### src/rtl/counter_arbiter.sv
// Round-robin arbiter that lends one shared up-counter to a single requester per interval.
// The owner holds grant for len cycles (0 means 2^WIDTH) and gets a one-cycle done pulse.
module counter_arbiter #(
  parameter int NUM_REQ = 4,
  parameter int WIDTH   = 5
) (
  input  logic                     clk,
  input  logic                     reset,
  input  logic [NUM_REQ-1:0]       req,
  input  logic [NUM_REQ*WIDTH-1:0] len,
  output logic [NUM_REQ-1:0]       grant,
  output logic                     busy,
  output logic [WIDTH-1:0]         count,
  output logic [NUM_REQ-1:0]       done
);
  // state | meaning
  // IDLE  | no owner; arbitrate among req starting after last
  // RUN   | owner granted, shared counter advancing
  // DONE  | single completion-pulse cycle, no arbitration
  typedef enum logic [1:0] {IDLE, RUN, DONE} state_t;

  localparam int IW = (NUM_REQ > 1) ? $clog2(NUM_REQ) : 1;
  localparam logic [WIDTH-1:0] ONE = WIDTH'(1);

  state_t             state, state_n;
  logic [IW-1:0]      last, last_n;
  logic [IW-1:0]      owner, owner_n;
  logic [IW-1:0]      win_idx, cand;
  logic               win_found;
  logic [WIDTH-1:0]   len_l, len_l_n;
  logic [WIDTH-1:0]   count_n;
  logic [NUM_REQ-1:0] grant_n, done_n;
  logic               busy_n;

  // First requester at or after last+1, wrapping modulo NUM_REQ.
  always_comb begin
    win_found = 1'b0;
    win_idx   = '0;
    cand      = '0;
    for (int k = 1; k <= NUM_REQ; k++) begin
      cand = IW'((int'(last) + k) % NUM_REQ);
      if (!win_found && req[cand]) begin
        win_found = 1'b1;
        win_idx   = cand;
      end
    end
  end

  always_comb begin
    state_n = state;
    last_n  = last;
    owner_n = owner;
    len_l_n = len_l;
    grant_n = grant;
    busy_n  = busy;
    count_n = count;
    done_n  = '0;
    case (state)
      IDLE: begin
        if (win_found) begin
          state_n          = RUN;
          grant_n          = '0;
          grant_n[win_idx] = 1'b1;
          busy_n           = 1'b1;
          count_n          = '0;
          len_l_n          = len[int'(win_idx)*WIDTH +: WIDTH];
          last_n           = win_idx;
          owner_n          = win_idx;
        end
      end
      RUN: begin
        if (!req[owner]) begin
          state_n = IDLE;
          grant_n = '0;
          busy_n  = 1'b0;
        end else if (count == len_l - ONE) begin
          // modular compare: len_l of 0 terminates at all-ones
          state_n       = DONE;
          grant_n       = '0;
          done_n[owner] = 1'b1;
        end else begin
          count_n = count + ONE;
        end
      end
      DONE: begin
        state_n = IDLE;
        busy_n  = 1'b0;
      end
      default: begin
        state_n = IDLE;
        grant_n = '0;
        busy_n  = 1'b0;
      end
    endcase
  end

  always_ff @(posedge clk or posedge reset) begin
    if (reset) begin
      state <= IDLE;
      last  <= IW'(NUM_REQ - 1);
      owner <= '0;
      len_l <= '0;
      grant <= '0;
      busy  <= 1'b0;
      count <= '0;
      done  <= '0;
    end else begin
      state <= state_n;
      last  <= last_n;
      owner <= owner_n;
      len_l <= len_l_n;
      grant <= grant_n;
      busy  <= busy_n;
      count <= count_n;
      done  <= done_n;
    end
  end

endmodule

### config.mk
export PLATFORM = sky130hd
export DESIGN_NAME = counter_arbiter
export DESIGN_NICKNAME = d
export VERILOG_FILES = /design/src/rtl/counter_arbiter.sv
export SDC_FILE = /design/constraint.sdc
export NUM_CORES = 1
export LEC_CHECK = 0
export ABC_CLOCK_PERIOD_IN_PS = 2600
export BUFFER_PORTS_ARGS = -buffer_cell sky130_fd_sc_hd__buf_4
export CAP_MARGIN = 20
export CELL_PAD_IN_SITES_DETAIL_PLACEMENT = 0
export CELL_PAD_IN_SITES_GLOBAL_PLACEMENT = 2
export CORE_ASPECT_RATIO = 1.4
export CORE_MARGIN = 2
export CORE_UTILIZATION = 31
export DETAILED_ROUTE_END_ITERATION = 8
export HOLD_SLACK_MARGIN = 0.02
export PLACE_DENSITY = 0.84
export SLEW_MARGIN = 20
export SYNTH_ARGS = -nofsm -noshare
export SYNTH_HDL_FRONTEND = slang
export SYNTH_SLANG_ARGS = --single-unit
### constraint.sdc
create_clock -name clk -period 2.6 [get_ports clk]
set_input_delay 0.39 -clock clk [delete_from_list [all_inputs] [get_ports clk]]
set_output_delay 0.39 -clock clk [all_outputs]
set_load 0.005 [all_outputs]
==> metrics.md, run 1 <==
| Metric | Value |
|---|---|
| Core Area | between 0.004 and 0.005 sq mm |
| FFs w/ async S/R, synth | 100.0% |
| Crit path max fanout | 16 |
| Number of synthesized flops with an enable pin | 0 |
| RePlAce Congestion | around 0.76 |
| Pins Over Slew Limit | 0 |
| Worst slew margin | 56.69% |
| Combinational Power Share | 49.2% |
| CTS resizes | 0 |
| CP Class | reg -> reg |
| Post-layout instance area | ~0.0019 sq mm |
| Commonest non-fill, non-tap cell in the layout | buf_4 |
| Synthesis-to-layout area growth | 26.36% |
| Min cycle time layout | approximately 2.1 ns |
| Clock power share | 12.4% |
| Non-filler cells, final | 254 |
| Via density | roughly 5.1 |
| Layout fillers | slightly below 500 |
| Share of cells above drive strength 1 | 28.13% |
| Total power | 1.868 mW |
| Max cap viols | 0 |
| Synth Flop Type | dfrtp_1 |
| Sequential share of power | between 30% and 40% |
| Setup Skew | 0.005067 ns |
| Final worst path period share | between 80% and 90% |
| DR iter-0 viols | 30 |
| Final Hold Fails | 0 |
| # placed instances | 249 |
| Syn Nets | 180 |
| Syn Area/Cell | 9.804 sq um |
| Type of origin of the critical path | flop |
| Post-Syn Area | 0.001490 sq mm |
| Worst-Margin Slew | ~0.65 ns |
| Vias in the first global route | between 1000 and 1500 |
| Overall Global Routing Usage | 14.15% |
| Routed Antenna Nets | 0 |
| Final setup vio count | 0 |
| FF-to-FF setup slack | 0.47 ns |
| WL final | between 3 and 4 mm |
| H-tree lvl count | 1 |
| # diodes | 0 |
| Hold Crit Class | in -> async |
| # Post-CTS Setup Buffers | 0 |
| CTS sink cnt | 25 |
| Fin nets | 221 |
| Antenna violations before repair | 0 |
| Via count | 1292 |
| RR Endpoint | len_l[4]$_DFFE_PP0P_ |
| Post-route setup TNS | 0 ns |
| GRT overflow | 0 |
| Die X-Extent | around 63 microns |
| #FFs+latches synth | 25 |
| Post-cts hold buffer count | 0 |
| Hold slack | roughly 0.12 ns |
| Peak supply drop | 0.4513 mV |
| Latest clock arrival within the worst-skew pair | around 0.27 ns |
| Seq/Total Area, Yosys | between 40% and 50% |
| First-pass GRT wire length | 6.175 mm |
| Post-synth top area cell | dfrtp_1 |
| Switching share of power | 41.49% |
| Commonest non-fill, non-tap cells in the layout | buf_4, dfrtp_1, nand2_1 |
| Critical path arrival | 2.30 ns |
| Outcome | complete, no violations |
| Power density over the cells | 992.0 mW/mm^2 |
| Internal | 1.093 mW |
| Area of the die | 0.005385 sq mm |
| Cell Rows | 29 |
| RSZ-0062 raised after global routing | false |
| CTS Buf Count | 3 |
| Crit path from | last[0]$_DFFE_PP1P_ |
| Share of the synthesized area in the top cell type | 38.62% |
| PortBufs | 39 |
| Root buf cell | clkbuf_8 |
| Worst EP required | 2.78 ns |
| Ys Warns | 0 |
| Worst R2R Path Depth | 5 |
| Bufs on Longest Clock Path | 2 |
| Number of remaining DRC errors | 0 |
| Avg WL per Cell | 14.07 microns |
| Crit end category | flop |
| DP Wirelength | 2.826 mm |
| Yosys cell types | 45 |
| Area contributors post-synth | dfrtp_1, a211oi_1, mux2i_1 |
| Largest net degree at the start of global routing | 26 |
| RR Startpoint | last[0]$_DFFE_PP1P_ |
| Pleak | 0.8830 nW |
| TritonCTS clock tree | yes |
| I/O pin count | 40 |
| DRT Pass-1 Iters | 4 |
| Cell Area, Placed | roughly 0.0018 sq mm |
| Initial Utilization | roughly 33% |
| Syn Inst Count | 152 |
| Crit path to | len_l[4]$_DFFE_PP0P_ |
| Die H | 86.04 microns |
| Sw Pwr | 0.7750 mW |
| Clk slew on worst S/H paths | 0.09 ns |
| Fmax | between 0.4 and 0.5 GHz |
worst max-delay path, cell delays in order, from the launching register on:
cell and delay, ns:
dfstp_2 0.57, nor2b_1 0.06, o21ai_1 0.35, and3_1 0.65, mux2i_1 0.16, a211oi_1 0.25
layer usage:
layer	up-vias	track usage, %	share of wire, %
met2	23	26.20	54
li1	641	-	-
met4	0	6.061	1.8
met5	-	0	0
met3	5	1.312	2.5
met1	623	16.58	42
how the worst min path moves through the flow:
stage,start,end,slack [ns],depth (start not counted)
floorplan,reset,busy$_DFFE_PP0P_,0.42,1
detailed placement,grant[1]$_DFFE_PP0P_,grant[1]$_DFFE_PP0P_,0.48,1
finish,reset,state[0]$_DFFE_PP0P_,0.12,2
global route,reset,done[1]$_DFF_PP0_,0.15,2
CTS,reset,state[0]$_DFFE_PP0P_,0.38,2
global placement,grant[1]$_DFFE_PP0P_,grant[1]$_DFFE_PP0P_,0.47,1
stage by stage:
| step | worst slack (ns) | utilization (%) |
|---|---|---|
| 6_report | 0.4714 | 41.19 |
| 5_1_grt | 0.2140 | 41.19 |
| 4_1_cts | 0.4546 | 40.86 |
| 3_5_place_dp | 0.4299 | 39.87 |
| 3_3_place_gp | 0.4752 | 39.87 |
| 2_1_floorplan | 0.6969 | - |
Yosys cell counts (2+ instances only):
library cell / instances
nand3_1: 4
nor3_1: 5
inv_1: 10
o21ai_1: 2
and3_1: 3
xor2_1: 2
nor2b_1: 5
dfrtp_1: 23
mux2i_1: 8
xnor2_1: 4
o21bai_1: 2
a31oi_1: 6
o21ai_0: 3
o2bb2ai_1: 2
buf_4: 3
o31ai_1: 2
nand2_1: 13
nor2_1: 11
buf_6: 3
ha_1: 2
nor3b_1: 4
dfstp_2: 2
a211oi_1: 11
layout make-up:
| class | instances | area [sq um] | area share, % |
|---|---|---|---|
| clock buffers | 4 | 45.04 | 2.392 |
| inverters | 10 | 37.54 | 1.993 |
| well taps | 62 | 77.57 | 4.120 |
| multi-input cells | 110 | 764.5 | 40.60 |
| flip-flops and latches | 25 | 628.1 | 33.36 |
| repair buffers | 43 | 330.3 | 17.54 |
state kept, by name, indices dropped and copies added (netlist names):
register	count
count	5
busy	1
done	4
grant	4
len_l	5
last	2
owner	2
state	2
cells by family after synthesis:
logic type / share of synthesized area, %
muxes: 6.129
adders and majority gates: 1.679
xor gates and xnor gates: 3.526
and+or+nand+nor: 19.56
DFF: 42.15
buffers and inverters: 6.549
AOI/OAI and AO/OA: 20.40
power by group through the flow:
stage          combinational, mW  clock [mW]  sequential [mW]
2_1_floorplan              0.732           0            0.657
3_3_place_gp               0.915           0            0.718
3_5_place_dp               0.931           0            0.729
4_1_cts                    0.935       0.237            0.722
5_1_grt                     1.03       0.252            0.748
6_report                   0.919       0.232            0.717
No activity file was read; power rests on OpenSTA's default activity.
==> run 2, diff against run 1 <==
ABC_AREA = 1   (was unset)
ABC_CLOCK_PERIOD_IN_PS = 1710   (was 2600)
CORE_UTILIZATION = 26   (was 31)
PLACE_DENSITY = 0.82   (was 0.84)
clock period = 1.71 ns   (was 2.6 ns; I/O delays follow)
==> run 2 against run 1 <==
Net effect: the run now ends with negative setup slack left; global-route usage down 0.89 points; sequential power rose by 39%; non-clock buffer count is 28 higher; cell area up 33%; critical endpoint is now len_l[1]$_DFFE_PP0P_; largest cell class unchanged; highest routed layer unchanged.
==> metrics.md, run 2 <==
| Metric | Value |
|---|---|
| # placed instances | 363 (was 249) |
| Worst EP required | 1.88 ns (was 2.78 ns) |
| Number of synthesized flops with an enable pin | 0 (unchanged) |
| Share of the synthesized area in the top cell type | 35.14% (was 38.62%) |
| Fmax | 0.5163 GHz (was 0.4698 GHz) |
| Fin nets | 336 (was 221) |
| Cells along the critical path | inv_4, nand2_1, nand2_2, nand2_2, nand2_4, nor2_4, nand3_4, buf_6, nand3_1, nand2_1, nand2_1, nand2_1, nand2_1, nand2_1 (was nor2b_1, o21ai_1, and3_1, mux2i_1, a211oi_1) |
| FFs w/ async S/R, synth | 100.0% (unchanged) |
| Final worst path period share | 113.3% (was 81.87%) |
| RSZ-0062 raised after global routing | true (was false) |
| First-pass GRT wire length | 7.603 mm (was 6.175 mm) |
| Largest net degree at the start of global routing | 26 (unchanged) |
| Power density over the cells | 2193 mW/mm^2 (was 992.0 mW/mm^2) |
| Commonest non-fill, non-tap cells in the layout | nand2_1, buf_4, dfrtp_1 (was buf_4, dfrtp_1, nand2_1) |
| Antenna violations before repair | 0 (unchanged) |
| Post-Syn Area | 0.001638 sq mm (was 0.001490 sq mm) |
| Routed Antenna Nets | 0 (unchanged) |
| Outcome | complete, but fails checks (was complete, no violations) |
| Synth Area in Compound Gates | 3.896% (was 20.40%) |
| # diodes | 0 (unchanged) |
| Avg WL per Cell | 11.72 microns (was 14.07 microns) |
| DP Wirelength | 3.346 mm (was 2.826 mm) |
| Commonest non-fill, non-tap cell in the layout | nand2_1 (was buf_4) |
| I/O pin count | 40 (unchanged) |
| Clk slew on worst S/H paths | 0.09 ns (about the same) |
| Non-filler cells, final | 379 (was 254) |
| Total power | 5.487 mW (was 1.868 mW) |
| Setup Skew | 0.002220 ns (was 0.005067 ns) |
| #FFs+latches synth | 25 (unchanged) |
| Post-synth top area cell | dfrtp_1 (unchanged) |
| Peak supply drop | 0.7883 mV (was 0.4513 mV) |
| Overall Global Routing Usage | 13.26% (was 14.15%) |
| Violated checks | negative setup slack |
| Area of the die | 0.006959 sq mm (was 0.005385 sq mm) |
| Pleak | 1.310 nW (was 0.8830 nW) |
| TritonCTS clock tree | yes (unchanged) |
| CP delay by family, top | simple AND/OR/NAND/NOR gates (unchanged) |
| Seq/Total Area, Yosys | 38.35% (was 42.15%) |
| Latest clock arrival within the worst-skew pair | 0.27 ns (about the same) |
| Core Area | 0.006168 sq mm (was 0.004572 sq mm) |
| Post-Synth Adder-Cell Area | 1.528% (was 1.679%) |
| Critical path arrival | 2.10 ns (was 2.30 ns) |
| Final Hold Fails | 0 (unchanged) |
| Initial Utilization | 26.55% (was 32.59%) |
| Pins Over Slew Limit | 0 (unchanged) |
| Max cap viols | 0 (unchanged) |
| Syn Nets | 266 (was 180) |
| Yosys cell types | 32 (was 45) |
| Area contributors post-synth | dfrtp_1, nand2_1, nand3_1 (was dfrtp_1, a211oi_1, mux2i_1) |
| Synthesis-to-layout area growth | 52.79% (was 26.36%) |
| Largest registers | count: 5 flops, len_l: 5 flops (unchanged) |
| Setup WS post-layout | -0.2268 ns (was 0.4714 ns) |
| Most used cell, CP | nand2_1 |
| Worst path slowest cell | dfstp_2 (was and3_1) |
| CP peak stage delay | 0.60 ns (was 0.65 ns) |
| Most frequent cells after synthesis | nand2_1, nand3_1, dfrtp_1 (was dfrtp_1, nand2_1, a211oi_1, nor2_1, inv_1) |
| GRT overflow | 0 (unchanged) |
| Bufs on Longest Clock Path | 2 (unchanged) |
| DRT Pass-1 Iters | 4 (unchanged) |
| Worst-Margin Slew | 0.3428 ns (was 0.6497 ns) |
| Post-layout instance area | 0.002502 sq mm (was 0.001883 sq mm) |
| Post-synthesis xor/xnor area fraction | 3.743% (was 3.526%) |
| Mux share of post-synthesis cell area | 0.6112% (was 6.129%) |
| Most frequent cell after synthesis | nand2_1 (was dfrtp_1) |
| CTS Buf Count | 3 (unchanged) |
| CTS sink cnt | 25 (unchanged) |
| Worst slew margin | 76.91% (was 56.69%) |
| Root buf cell | clkbuf_8 (unchanged) |
| Syn Inst Count | 238 (was 152) |
| Share of cells above drive strength 1 | 43.00% (was 28.13%) |
| Type of origin of the critical path | flop (unchanged) |
| Crit end category | flop (unchanged) |
| Die H | 97.91 microns (was 86.04 microns) |
| Hold Crit Class | in -> async (unchanged) |
| Main combinational cell family by area after synthesis | simple AND/OR/NAND/NOR gates (was compound AO/OA/AOI/OAI gates) |
| Synth Flop Type | dfrtp_1 (unchanged) |
| Vias in the first global route | 1723 (was 1335) |
| Min cycle time layout | 1.937 ns (was 2.129 ns) |
| Ys Warns | 0 (unchanged) |
| Simple-Gate Fraction of Synth Area | 44.16% (was 19.56%) |
| H-tree lvl count | 1 (unchanged) |
| Cell Area, Placed | 0.002142 sq mm (was 0.001823 sq mm) |
| Critical path buffers and inverters | 2 (was 0) |
| Crit path max fanout | 7 (was 16) |
| Cell Rows | 34 (was 29) |
| WL final | 4.441 mm (was 3.573 mm) |
| Syn Area/Cell | 6.882 sq um (was 9.804 sq um) |
| PortBufs | 39 (unchanged) |
| Number of remaining DRC errors | 0 (unchanged) |
| CP Class | reg -> reg (unchanged) |
| Via count | 1726 (was 1292) |
| Die X-Extent | 71.08 microns (was 62.60 microns) |
| DR iter-0 viols | 87 (was 30) |
| Final setup vio count | 20 (was 0) |
| RePlAce Congestion | 0.7911 (was 0.7584) |
| Via density | 4.554 (was 5.087) |
## run 2: logic make-up after synthesis
group | Yosys count
AO/OA/AOI/OAI | 11
adder cells (fa/ha/maj) | 2
buffers and inverters | 27
multiplexers | 1
flip-flops | 25
AND/OR/NAND/NOR | 165
XOR/XNOR | 7
## run 2: what timing repair did
item	4_1_cts	5_1_grt
gates cloned	2	1
resized for setup	36	14
pin swaps	16	7
buffers inserted	8	2
hold buffers	0	0
setup endpoints to repair	22	22
## run 2: path summary, 6_finish.rpt
check | depth (start not counted) | slack, ns | to | from
min in group clk | 7 | 0.37 | len_l[3]$_DFFE_PP0P_ | len[3]
hold / removal | 3 | 0.03 | done[1]$_DFF_PP0_ | reset
setup / recovery | 14 | -0.23 | len_l[1]$_DFFE_PP0P_ | last[0]$_DFFE_PP1P_
max in group asynchronous | 3 | 1.39 | last[1]$_DFFE_PP1P_ | reset
setup reg to reg | 14 | -0.23 | len_l[1]$_DFFE_PP0P_ | last[0]$_DFFE_PP1P_
hold reg to reg | 2 | 0.48 | grant[2]$_DFFE_PP0P_ | grant[2]$_DFFE_PP0P_
## run 2: cell type report
class	instances	area, sq um
Clock buffer	4	45.04
Fill cell	648	3666
Inverter	20	77.57
Multi-Input combinational cell	187	1076
Sequential cell	25	628.1
Tap cell	72	90.09
Timing Repair Buffer	71	585.6
## run 2: through the flow
stage	worst slack, ns	TNS (ns)	hold slack (ns)	utilization, %
after floorplan	-0.02683	-0.1719	0.2823	-
after global placement	-0.2379	-3.282	0.3329	34.73
after detailed placement	-0.2579	-3.337	0.3361	34.73
after CTS	-0.1983	-2.746	0.04488	39.15
after global routing	-0.3875	-6.287	0.06656	40.57
final	-0.2268	-3.089	0.02935	40.57
## run 2: report_power, final
group,total (mW),internal (mW),switching [mW],leakage (nW)
combinational,4.13,1.84,2.29,0.964
sequential,1.00,0.812,0.190,0.323
clock,0.352,0.167,0.185,0.0228
total,5.49,2.82,2.66,1.31
## run 2: worst reg2reg max path, stage by stage (launching register included)
cell	delay [ns]
dfstp_2	0.60
inv_4	0.08
nand2_1	0.08
nand2_2	0.06
nand2_2	0.08
nand2_4	0.06
nor2_4	0.16
nand3_4	0.18
buf_6	0.19
nand3_1	0.08
nand2_1	0.05
nand2_1	0.05
nand2_1	0.05
nand2_1	0.06
nand2_1	0.05
## run 2: per-layer routing
layer / vias to the layer above / GRT usage (%) / wire length [microns]
met1: 806 / 16.31 / 1826
li1: 888 / - / -
met5: - / 0 / 0
met2: 27 / 24.16 / 2457
met3: 5 / 0.6192 / 87
met4: 0 / 4.790 / 70
